`config.mk`:
```
export PLATFORM = sky130hd
export DESIGN_NAME = i2c_target
export DESIGN_NICKNAME = d
export VERILOG_FILES = /design/src/rtl/i2c_target.sv
export SDC_FILE = /design/constraint.sdc
export NUM_CORES = 1
export LEC_CHECK = 0
export BUFFER_PORTS_ARGS = -buffer_cell sky130_fd_sc_hd__buf_4
export CORE_ASPECT_RATIO = 0.6
export CORE_MARGIN = 1.5
export CORE_UTILIZATION = 51
export CTS_CLUSTER_SIZE = 8
export DETAILED_ROUTE_END_ITERATION = 6
export PLACE_DENSITY = 0.71
export SYNTH_ARGS = -nofsm -noshare
export SYNTH_HDL_FRONTEND = slang
export SYNTH_SLANG_ARGS = --single-unit
```
`constraint.sdc`:
```
create_clock -name clk -period 4.53 [get_ports clk]
set_input_delay 0.906 -clock clk [delete_from_list [all_inputs] [get_ports clk]]
set_output_delay 0.906 -clock clk [all_outputs]
set_load 0.01 [all_outputs]
```
`src/rtl/i2c_target.sv`:
```
// i2c_target: I2C target byte engine (fixed address, ACK generation, local byte handshake).
// Optional SCL clock stretching when I2C_TARGET_CLK_STRETCH_EN is defined.
module i2c_target #(
    parameter logic [6:0] ADDR        = 7'h50,
    parameter int         SYNC_STAGES = 2
) (
    input  logic       clk,
    input  logic       reset,
    input  logic       scl_i,
    input  logic       sda_i,
    output logic       scl_o,
    output logic       sda_o,
    output logic [7:0] rxdata,
    output logic       rx_valid,
    input  logic [7:0] txdata,
    input  logic       tx_load,
    output logic       tx_req,
    output logic       addressed,
    output logic       rw,
    output logic       stop_det
);
`ifdef I2C_TARGET_CLK_STRETCH_EN
    localparam logic STRETCH = 1'b1;
`else
    localparam logic STRETCH = 1'b0;
`endif

    typedef enum logic [2:0] {S_IDLE, S_ADDR, S_ADDR_ACK, S_RX, S_RX_ACK, S_TX, S_TX_ACK, S_WAIT} state_t;

    state_t state, nxt;
    logic [SYNC_STAGES-1:0] scl_sync, sda_sync;
    logic scl_d, sda_d, scl, sda;
    logic scl_rise, scl_fall, start, stop, match, load_pt, do_load;
    logic [3:0] cnt;
    logic [7:0] sh, tx_buf, next_byte;
    logic loaded, hold;

    assign scl       = scl_sync[SYNC_STAGES-1];
    assign sda       = sda_sync[SYNC_STAGES-1];
    assign scl_rise  = scl & ~scl_d;
    assign scl_fall  = ~scl & scl_d;
    assign start     = scl & scl_d & sda_d & ~sda;
    assign stop      = scl & scl_d & ~sda_d & sda;
    assign match     = sh[7:1] == ADDR;
    assign next_byte = loaded ? tx_buf : txdata;
    // load point: the SCL fall that ends the address ACK (read) or an ACKed read byte
    assign load_pt   = scl_fall & ((state == S_ADDR_ACK & rw) | state == S_TX_ACK);
    assign do_load   = (load_pt & (loaded | ~STRETCH)) | (hold & loaded);

    always_ff @(posedge clk or posedge reset)
        if (reset) begin
            scl_sync <= '1;
            sda_sync <= '1;
            scl_d    <= 1'b1;
            sda_d    <= 1'b1;
        end else begin
            scl_sync <= {scl_sync[SYNC_STAGES-2:0], scl_i};
            sda_sync <= {sda_sync[SYNC_STAGES-2:0], sda_i};
            scl_d    <= scl;
            sda_d    <= sda;
        end

    always_ff @(posedge clk or posedge reset)
        if (reset) state <= S_IDLE;
        else       state <= nxt;

    always_comb begin
        nxt = state;
        if (start) nxt = S_ADDR;
        else if (stop) nxt = S_IDLE;
        else if (do_load) nxt = S_TX;
        else if (scl_rise && state == S_TX_ACK && sda) nxt = S_WAIT;
        else if (scl_fall)
            case (state)
                S_ADDR:     if (cnt == 4'd8) nxt = match ? S_ADDR_ACK : S_WAIT;
                S_ADDR_ACK: if (!rw) nxt = S_RX;
                S_RX:       if (cnt == 4'd8) nxt = S_RX_ACK;
                S_RX_ACK:   nxt = S_RX;
                S_TX:       if (cnt == 4'd8) nxt = S_TX_ACK;
                default:    ;
            endcase
    end

    always_ff @(posedge clk or posedge reset)
        if (reset) begin
            cnt       <= '0;
            sh        <= '0;
            tx_buf    <= '0;
            loaded    <= 1'b0;
            hold      <= 1'b0;
            sda_o     <= 1'b1;
            scl_o     <= 1'b1;
            rxdata    <= '0;
            rx_valid  <= 1'b0;
            tx_req    <= 1'b0;
            addressed <= 1'b0;
            rw        <= 1'b0;
            stop_det  <= 1'b0;
        end else begin
            rx_valid <= 1'b0;
            tx_req   <= 1'b0;
            stop_det <= 1'b0;
            // write-side stretch lasts until rx_valid has been visible for a cycle
            if (rx_valid) scl_o <= 1'b1;
            if (start || stop) begin
                cnt       <= '0;
                addressed <= 1'b0;
                sda_o     <= 1'b1;
                scl_o     <= 1'b1;
                hold      <= 1'b0;
                stop_det  <= stop;
            end else if (do_load) begin
                sda_o  <= next_byte[7];
                sh     <= {next_byte[6:0], 1'b1};
                loaded <= 1'b0;
                hold   <= 1'b0;
                scl_o  <= 1'b1;
            end else if (load_pt) begin
                hold  <= 1'b1;
                scl_o <= 1'b0;
            end else if (scl_rise) begin
                if (state == S_ADDR || state == S_RX) sh <= {sh[6:0], sda};
                if (state == S_ADDR || state == S_RX || state == S_TX) cnt <= cnt + 4'd1;
                if (state == S_ADDR_ACK || state == S_RX_ACK || state == S_TX_ACK) cnt <= '0;
                if ((state == S_ADDR_ACK && rw) || (state == S_TX_ACK && !sda)) begin
                    tx_req <= 1'b1;
                    loaded <= 1'b0;
                end
                if (state == S_TX_ACK && sda) addressed <= 1'b0;
            end else if (scl_fall)
                case (state)
                    S_ADDR: if (cnt == 4'd8 && match) begin
                        sda_o     <= 1'b0;
                        rw        <= sh[0];
                        addressed <= 1'b1;
                    end
                    S_ADDR_ACK, S_RX_ACK: sda_o <= 1'b1;
                    S_RX: if (cnt == 4'd8) begin
                        rxdata   <= sh;
                        rx_valid <= 1'b1;
                        sda_o    <= 1'b0;
                        scl_o    <= ~STRETCH;
                    end
                    S_TX: if (cnt == 4'd8) sda_o <= 1'b1;
                          else begin
                              sda_o <= sh[7];
                              sh    <= {sh[6:0], 1'b1};
                          end
                    default: ;
                endcase
            if (tx_load) begin
                tx_buf <= txdata;
                loaded <= 1'b1;
            end
        end
endmodule

```
==> impl_metrics.yaml, run 1 <==
clock_network:
  cts_tree: "built"
  htreeDepth: 2
  numCtsBuffers: 5
  cts-root-buf: "clkbuf_8"
  clk_path_buf_depth: 2
  post_cts_buffers: 0
  path_clk_slew_ns: 0.08
  postCtsHoldBufs: 0
  cts_num_sinks: 46
  clkLatencyLatePin_ns: 0.30
  cts_resized: 0
die:
  design.core.area_mm2: 0.00426
  die_w_um: 90.4
  row_count: 18
  dieArea_mm2: 0.00501
  start_util_pct: 54.9
  ios: 28
  dieHeight_um: 55.4
placed_design:
  place_congestion: 0.893
  post-place-cells: 282
  io_buffers: 27
  dp_hpwl_um: 3370
critical_path:
  reg2reg_to: "rxdata[0]"
  crit_fanout: 24
  worst_ep_required_time_ns: 4.72
  start_kind: "register"
  reg2reg_from: "scl_d"
  end_kind: "register"
  arrival_ns: 2.70
  critPathKind: "reg2reg"
  reg2reg_depth: 6
  worst-r2r-setup-slack_ns: 2.01
detailed_routing:
  drt_iter0_drc: 134
  drt-vias-per-instance: 5.58
  routedWlPerCell_um: 16.2
  vias: 1618
  ant_nets: 0
  drc: 0
  drt_first_pass_iters: 4
  wl_um: 4690
synthesis:
  yosysWarnings: 0
  ys_seq_area_share_pct: 49.7
  synthArstFlopShare_pct: 100
  synth_ff_type: "dfrtp_1"
  ys_seq_elements: 46
  synth_fp_nets: 221
  syn_avg_cell_area_um2: 11.5
  syn_inst: 203
  netlist_area_mm2: 0.00234
  synth_edf_count: 0
  synth_cell_types: 47
timing:
  finalClockSkew_ns: 0.00330
  slew_headroom_pct: 61.1
  setup_violations: 0
  worst_slew_pin_slew_ns: 0.581
  hold_violations: 0
  fmax_ghz: 0.397
  finalCriticalPeriod_ns: 2.52
  tns_ns: 0
  slew_viol_final: 0
  rsz0062_at_grt: "false"
  hold_slack_ns: 0.358
  min_period_over_period_pct: 55.6
final_layout:
  final_common_cell: "dfrtp_1"
  mostFrequentLayoutCells: "38 x dfrtp_1, 28 x buf_4, 19 x mux2_2, 13 x nor2_1, 13 x a21oi_1"
  nets: 247
  antenna_cells: 0
  final_util_pct: 62.5
  fin_cells: 290
  fill_cells: 340
  drive_above_1_share_pct: 33.9
  syn2layout_area_growth_pct: 13.9
power:
  p_per_area_mw_per_mm2: 434
  max-vdd-ir-drop_v: 0.000194
  p_leak_uw: 0.00124
  total_power_uw: 1150
hold_path:
  hold_end: "sda_sync[1]"
  hold_class: "reg2reg"
  hold_depth: 0
  worstHoldStart: "sda_sync[0]"
grt:
  antenna_found_initial: 0
  grt-ovfl-total: 0
  grt_pass1_vias: 1560
  grt_use_total_pct: 19.7
  grt_max_degree: 47
  grt_pass1_wl_um: 7720
flow_run:
  cap_violations: 0
run_status:
  status: "finished clean"
## critical path, stage by stage (launching register included)
cell and delay [ns]:
dfstp_2 0.55, ha_1 0.34, o21ai_2 0.13, o21ai_4 0.49, nor2_2 0.17, and3_1 0.37, mux2_4 0.36
## metal layers
layer  GRT usage, %  vias up  share of wire, %
met4           4.08        0              0.21
met5              0        -                 0
li1               -      776                 -
met2           26.5       57                41
met3           6.47        2               7.4
met1           30.5      783                52
## synth_stat cells (2+ instances only)
cell type | n | area share [%]
mux2i_1 | 10 | 4.3
ha_1 | 5 | 2.7
nor2b_1 | 4 | 1.1
nand3_1 | 5 | 1.1
nor2_1 | 13 | 2.1
a22o_1 | 2 | 0.75
a211oi_1 | 4 | 1.3
o21ai_1 | 2 | 0.43
mux2_4 | 8 | 5.1
nand2b_1 | 4 | 1.1
o21ai_2 | 2 | 0.75
dfrtp_1 | 38 | 41
and2_1 | 3 | 0.80
a21oi_1 | 13 | 2.8
and3_1 | 2 | 0.54
o21a_1 | 2 | 0.64
a31oi_1 | 2 | 0.54
dfstp_2 | 8 | 9.0
mux2_2 | 19 | 9.2
nor3_1 | 6 | 1.3
inv_1 | 8 | 1.3
nand2_1 | 11 | 1.8
o21ai_0 | 3 | 0.64
buf_2 | 6 | 1.3
## where the power goes
part | switching [uW] | total [uW] | internal, uW
clock network | 134 | 257 | 123
registers | 107 | 594 | 487
logic | 148 | 303 | 155
total | 389 | 1150 | 766
## flip-flops by register name, summed over array words and instances, names as in the netlist, 2 cells and up
register / flops
state: 3
rxdata: 8
tx_buf: 8
sda_sync: 2
sh: 8
cnt: 4
scl_sync: 2
## cell families (layout without fill, tap and decap cells)
family | after synthesis | after routing | synth area share (%)
muxes | 37 | 37 | 18.6
buffers and inverters | 17 | 44 | 3.54
DFF | 46 | 46 | 49.7
AOI/OAI and AO/OA | 38 | 38 | 11.1
xor gates and xnor gates | 2 | 2 | 0.750
and+or+nand+nor | 58 | 58 | 13.7
adders and majority gates | 5 | 5 | 2.68
## area by class of cell
| class | instances | area, um2 | share of cell area, % |
|---|---|---|---|
| clock inverter | 1 | 5.00 | 0.188 |
| tap | 60 | 75.1 | 2.82 |
| inverter | 8 | 30.0 | 1.13 |
| timing repair buffer | 28 | 210 | 7.90 |
| multi-input combinational | 140 | 1090 | 41.1 |
| clock buffer | 7 | 86.3 | 3.25 |
| sequential | 46 | 1160 | 43.6 |
## metrics by stage
step                      setup WS [ns]  instance area, um2
after detailed placement           2.04                2570
final                              2.01                2660
after global routing               1.88                2660
after floorplan                    2.55                2340
after CTS                          2.03                2660
after global placement             2.14                2570
## worst max-delay path by stage
stage	start	to	slack, ns	cells past startpoint
floorplan	reset	addressed	2.55	1
global placement	scl_d	rxdata[1]	2.14	6
detailed placement	scl_d	rxdata[0]	2.04	6
CTS	scl_sync[1]	rxdata[0]	2.03	7
global route	scl_d	rxdata[7]	1.88	6
finish	scl_d	rxdata[0]	2.01	6
Note: power is estimated with default switching activity, not from simulation.
==> run 2, diff against run 1 <==
--- a/config.mk
+++ b/config.mk
@@ -5,6 +5,7 @@
 export SDC_FILE = /design/constraint.sdc
 export NUM_CORES = 1
 export LEC_CHECK = 0
+export ABC_AREA = 1
 export BUFFER_PORTS_ARGS = -buffer_cell sky130_fd_sc_hd__buf_4
 export CORE_ASPECT_RATIO = 0.6
 export CORE_MARGIN = 1.5
==> constraint.sdc (replaced) <==
create_clock -name clk -period 2.5 [get_ports clk]
set_input_delay 0.5 -clock clk [delete_from_list [all_inputs] [get_ports clk]]
set_output_delay 0.5 -clock clk [all_outputs]
set_load 0.01 [all_outputs]
==> impl_metrics.yaml, run 2 <==
run_status:
  status: "finished clean"
synthesis:
  synth_area_leaders: "dfrtp_1 38%, nand2_1 12%, dfstp_2 8.5%"
  yosysMostFrequentCell: "nand2_1"
  syn_inst: 297
  synth_fp_nets: 315
  ys_seq_elements: 46
  ys_seq_area_share_pct: 47.0
  synth_cell_types: 34
  synth_ff_type: "dfrtp_1"
  synthArstFlopShare_pct: 100
  yosysWarnings: 0
  yosysTopAreaCellShare_pct: 38.5
  netlist_area_mm2: 0.00247
  synth_edf_count: 0
  yosys.area.top_type: "dfrtp_1"
  syn_avg_cell_area_um2: 8.32
  yosys-top-cells-count: "82 x nand2_1, 38 x dfrtp_1, 33 x inv_1"
die:
  ios: 28
  dieArea_mm2: 0.00529
  row_count: 19
  design.core.area_mm2: 0.00461
  die_w_um: 92.9
  start_util_pct: 53.6
  dieHeight_um: 56.9
clock_network:
  cts_tree: "built"
  clkLatencyLatePin_ns: 0.30
  post_cts_buffers: 0
  clk_path_buf_depth: 2
  postCtsHoldBufs: 0
  cts-root-buf: "clkbuf_8"
  htreeDepth: 2
  path_clk_slew_ns: 0.09
  cts_resized: 0
  cts_num_sinks: 46
  numCtsBuffers: 5
timing:
  rsz0062_at_grt: "false"
  finalCriticalPeriod_ns: 1.95
  hold_violations: 0
  min_period_over_period_pct: 77.9
  worst_slack_ns: 0.553
  tns_ns: 0
  worst_slew_pin_slew_ns: 0.493
  slew_viol_final: 0
  fmax_ghz: 0.514
  setup_violations: 0
  slew_headroom_pct: 67.1
  finalClockSkew_ns: 0.00632
grt:
  grt_pass1_vias: 1784
  grt_max_degree: 26
  grt-ovfl-total: 0
  grt_pass1_wl_um: 8810
  antenna_found_initial: 0
  grt_use_total_pct: 22.2
detailed_routing:
  routedWlPerCell_um: 13.5
  route.met3.wl_um: 435
  top_layer: "met4"
  drc: 0
  dr_wl_met2_um: 1940
  vias: 1985
  wl_um: 5240
  ant_nets: 0
  wl_met1_um: 2820
  drt_iter0_drc: 168
  drt_first_pass_iters: 6
  drt-vias-per-instance: 5.13
critical_path:
  cp.buffers_inverters: 2
  start_kind: "register"
  crit_path_max_incr_delay_ns: 0.55
  end_kind: "register"
  arrival_ns: 2.13
  crit_family: "simple AND/OR/NAND/NOR gates"
  cp_slowest_cell: "dfstp_2"
  path_cells: "inv_1, ha_1, inv_1, nand2_1, nor3_1, nand2_4, nand2_1, o21ai_1"
  crit_fanout: 17
  worst-r2r-setup-slack_ns: 0.55
  worst_ep_required_time_ns: 2.69
  critPathKind: "reg2reg"
placed_design:
  io_buffers: 27
  dp_hpwl_um: 3960
  placedInstanceArea_mm2: 0.00270
  post-place-ws_ns: 0.587
  place_congestion: 0.927
power:
  power_frac_clock_pct: 20.1
  total_power_uw: 2370
  netSwitchingFraction_pct: 39.9
  power_switching_uw: 944
  p_leak_uw: 0.00143
  max-vdd-ir-drop_v: 0.000393
  p_per_area_mw_per_mm2: 848
  comb_power_share_pct: 35.9
  p_int_uw: 1420
  seqPwrFrac_pct: 44.0
final_layout:
  finalInstanceArea_mm2: 0.00279
  mostFrequentLayoutCells: "82 x nand2_1, 38 x dfrtp_1, 32 x inv_1, 27 x nand3_1, 27 x buf_4"
  antenna_cells: 0
  nets: 341
  drive_above_1_share_pct: 22.5
  syn2layout_area_growth_pct: 12.9
  reg_top3: "rxdata: 8 flops, sh: 8 flops, tx_buf: 8 flops"
  final_common_cell: "nand2_1"
  fill_cells: 431
flow_run:
  cap_violations: 0
hold_path:
  hold_class: "in2async"
-- run 2: cell count changes in the layout (fill, tap and decap cells not counted), sizes merged, moves of 3 or more --
cell | previous run | this run
o211ai | 0 | 8
inv | 7 | 38
o21ai | 8 | 36
and2 | 3 | 0
nand2b | 4 | 0
nor2b | 4 | 0
mux2 | 27 | 0
nand2 | 11 | 89
mux2i | 10 | 0
a211oi | 4 | 1
a21oi | 13 | 6
nand3 | 5 | 28
nor2 | 14 | 20
-- run 2: power groups by stage --
| stage | registers, uW | logic, uW | clock network (uW) |
|---|---|---|---|
| floorplan | 987 | 700 | 0 |
| global placement | 1050 | 825 | 0 |
| detailed placement | 1050 | 832 | 0 |
| CTS | 1040 | 841 | 483 |
| global route | 1060 | 964 | 517 |
| finish | 1040 | 850 | 475 |
-- run 2: area by class of cell --
| class | instances | area [um2] | share of cell area [%] |
|---|---|---|---|
| clock buffers | 6 | 82.6 | 2.96 |
| clock inverters | 2 | 12.5 | 0.448 |
| multi-input cells | 204 | 1090 | 39.0 |
| inverters | 38 | 145 | 5.20 |
| repair buffers | 28 | 223 | 7.98 |
| well taps | 63 | 78.8 | 2.83 |
| flip-flops and latches | 46 | 1160 | 41.6 |
-- run 2: worst paths after layout --
| kind | cells past startpoint | end | start |
|---|---|---|---|
| max in group asynchronous | 3 | scl_o | reset |
| min in group clk | 1 | sda_sync[0] | sda_i |
| hold / removal | 2 | tx_req | reset |
| setup / recovery | 8 | rxdata[0] | scl_d |
| hold reg to reg | 0 | sda_sync[1] | sda_sync[0] |
| setup reg to reg | 8 | rxdata[0] | scl_d |
-- run 2: worst reg2reg max path: stages, from the launching register on --
cell and delay [ns]:
dfstp_2 0.55, inv_1 0.04, ha_1 0.25, inv_1 0.15, nand2_1 0.10, nor3_1 0.40, nand2_4 0.20, nand2_1 0.09
o21ai_1 0.07
-- run 2: metrics by stage --
step                      hold slack [ns]  utilization [%]  instances
after global placement              0.347             58.4        379
after detailed placement            0.347             58.4        379
after floorplan                     0.345                -        297
after global routing                0.258             60.5        387
final                               0.223             60.5        387
after CTS                           0.237             60.5        387
-- run 2: logic make-up (layout without fill, tap and decap cells) --
logic type	Yosys count	count (layout)	synth area share, %
AOI/OAI and AO/OA	51	51	13.4
xor gates and xnor gates	1	1	0.354
adders and majority gates	5	5	2.53
buffers and inverters	47	74	9.06
DFF	46	46	47.0
and+or+nand+nor	147	147	27.7
-- run 2: layer usage --
| layer | track usage [%] | vias up |
|---|---|---|
| met1 | 36.5 | 895 |
| li1 | - | 1006 |
| met5 | 0 | - |
| met2 | 27.5 | 77 |
| met3 | 6.27 | 7 |
| met4 | 6.28 | 0 |
==> run 3, diff against run 2 <==
==> constraint.sdc (replaced) <==
create_clock -name clk -period 1.9 [get_ports clk]
set_input_delay 0.38 -clock clk [delete_from_list [all_inputs] [get_ports clk]]
set_output_delay 0.38 -clock clk [all_outputs]
set_load 0.01 [all_outputs]
==> impl_metrics.yaml, run 3 (synthesis results as in run 2) <==
critical_path:
  worst-r2r-setup-slack_ns: 0.11
  cp_common_cell: "nand2_1"
  crit_family: "simple AND/OR/NAND/NOR gates"
  arrival_ns: 2.03
  crit_fanout: 7
  critPathKind: "reg2reg"
  end_kind: "register"
  cp_slowest_cell: "dfstp_2"
  path_cells: "inv_1, ha_1, o211ai_2, nand2_4, nor2_1, o21ai_2, nand2_1, nand2_1, nand2_1"
  cp.buffers_inverters: 1
  crit_path_max_incr_delay_ns: 0.57
  start_kind: "register"
  worst_ep_required_time_ns: 2.14
final_layout:
  antenna_cells: 0
  drive_above_1_share_pct: 24.5
  reg_top3: "rxdata: 8 flops, sh: 8 flops, tx_buf: 8 flops"
  mostFrequentLayoutCells: "82 x nand2_1, 38 x dfrtp_1, 31 x inv_1, 31 x buf_4, 27 x nand3_1"
  final_common_cell: "nand2_1"
  nets: 344
  syn2layout_area_growth_pct: 15.1
  finalInstanceArea_mm2: 0.00285
clock_network:
  numCtsBuffers: 5
  clk_path_buf_depth: 2
  post_cts_buffers: 0
  postCtsHoldBufs: 0
  htreeDepth: 2
  path_clk_slew_ns: 0.09
  clkLatencyLatePin_ns: 0.30
  cts-root-buf: "clkbuf_8"
  cts_tree: "built"
  cts_num_sinks: 46
hold_path:
  hold_class: "in2reg"
placed_design:
  dp_hpwl_um: 3900
  placedInstanceArea_mm2: 0.00271
  place_congestion: 0.978
  post-place-ws_ns: 0.0835
  io_buffers: 27
grt:
  grt_max_degree: 47
  grt_use_total_pct: 21.6
  antenna_found_initial: 0
  grt_pass1_vias: 1808
  grt-ovfl-total: 0
  grt_pass1_wl_um: 8810
power:
  comb_power_share_pct: 35.0
  power_frac_clock_pct: 22.7
  p_leak_uw: 0.00145
  seqPwrFrac_pct: 42.3
  p_per_area_mw_per_mm2: 1130
  total_power_uw: 3220
  max-vdd-ir-drop_v: 0.000590
  power_switching_uw: 1250
  p_int_uw: 1980
  netSwitchingFraction_pct: 38.7
die:
  dieHeight_um: 56.9
  die_w_um: 92.9
  row_count: 19
  ios: 28
  start_util_pct: 53.6
  design.core.area_mm2: 0.00461
  dieArea_mm2: 0.00529
timing:
  slew_viol_final: 0
  setup_violations: 0
  worst_slew_pin_slew_ns: 0.582
  finalClockSkew_ns: 0.0109
  fmax_ghz: 0.559
  hold_violations: 0
  worst_slack_ns: 0.110
  min_period_over_period_pct: 94.2
  finalCriticalPeriod_ns: 1.79
  slew_headroom_pct: 61.2
run_status:
  status: "finished clean"
detailed_routing:
  vias: 1998
  wl_um: 5200
  drt_iter0_drc: 129
  drc: 0
  routedWlPerCell_um: 13.3
  drt_first_pass_iters: 4
  ant_nets: 0
  drt-vias-per-instance: 5.12
flow_run:
  cap_violations: 0
## run 3: changes by cell type in the layout (fill, tap and decap cells not counted), sizes merged
| cell | change |
|---|---|
| clkinv | -1 |
| clkinvlp | +1 |
| clkbuf | -1 |
| buf | +3 |
| bufinv | +1 |
## run 3: what timing repair did
action	CTS	global route
setup endpoints to repair	0	17
hold endpoints to repair	0	0
resized for setup	0	6
## run 3: final cells by class
type	instances	area [um2]
Clock inverter	3	45.0
Multi-Input combinational cell	204	1110
Timing Repair Buffer	31	233
Clock buffer	5	68.8
Tap cell	63	78.8
Fill cell	425	1770
Sequential cell	46	1160
Inverter	38	145
## run 3: routing by layer
metal | routed length, um | up-vias | GRT usage (%)
met5 | 0 | - | 0
met4 | 34 | 0 | 5.63
met3 | 483 | 6 | 6.13
met2 | 1930 | 83 | 26.2
met1 | 2750 | 892 | 36.2
li1 | - | 1017 | -
## run 3: power groups by stage
stage | sequential (uW) | clock, uW | combinational (uW)
after CTS | 1360 | 747 | 1110
final | 1370 | 732 | 1130
after detailed placement | 1380 | 0 | 1100
after global routing | 1390 | 790 | 1290
after global placement | 1370 | 0 | 1090
after floorplan | 1300 | 0 | 921
## run 3: per-stage QoR
stage	TNS (ns)	cells	hold WS, ns	utilization, %
3_5_place_dp	0	382	0.352	58.7
6_report	0	390	0.184	61.7
2_1_floorplan	0	297	0.345	-
3_3_place_gp	0	382	0.346	58.7
5_1_grt	-0.0114	390	0.171	61.7
4_1_cts	0	390	0.177	61.1
## run 3: final timing paths
kind                        startpoint     endpoint  cells past startpoint
hold reg to reg            sda_sync[0]  sda_sync[1]                      0
setup / recovery           scl_sync[1]       cnt[0]                      9
hold / removal                   sda_i  sda_sync[0]                      1
max in group asynchronous        reset     rx_valid                      3
setup reg to reg           scl_sync[1]       cnt[0]                      9
min in group asynchronous        reset       cnt[1]                      3
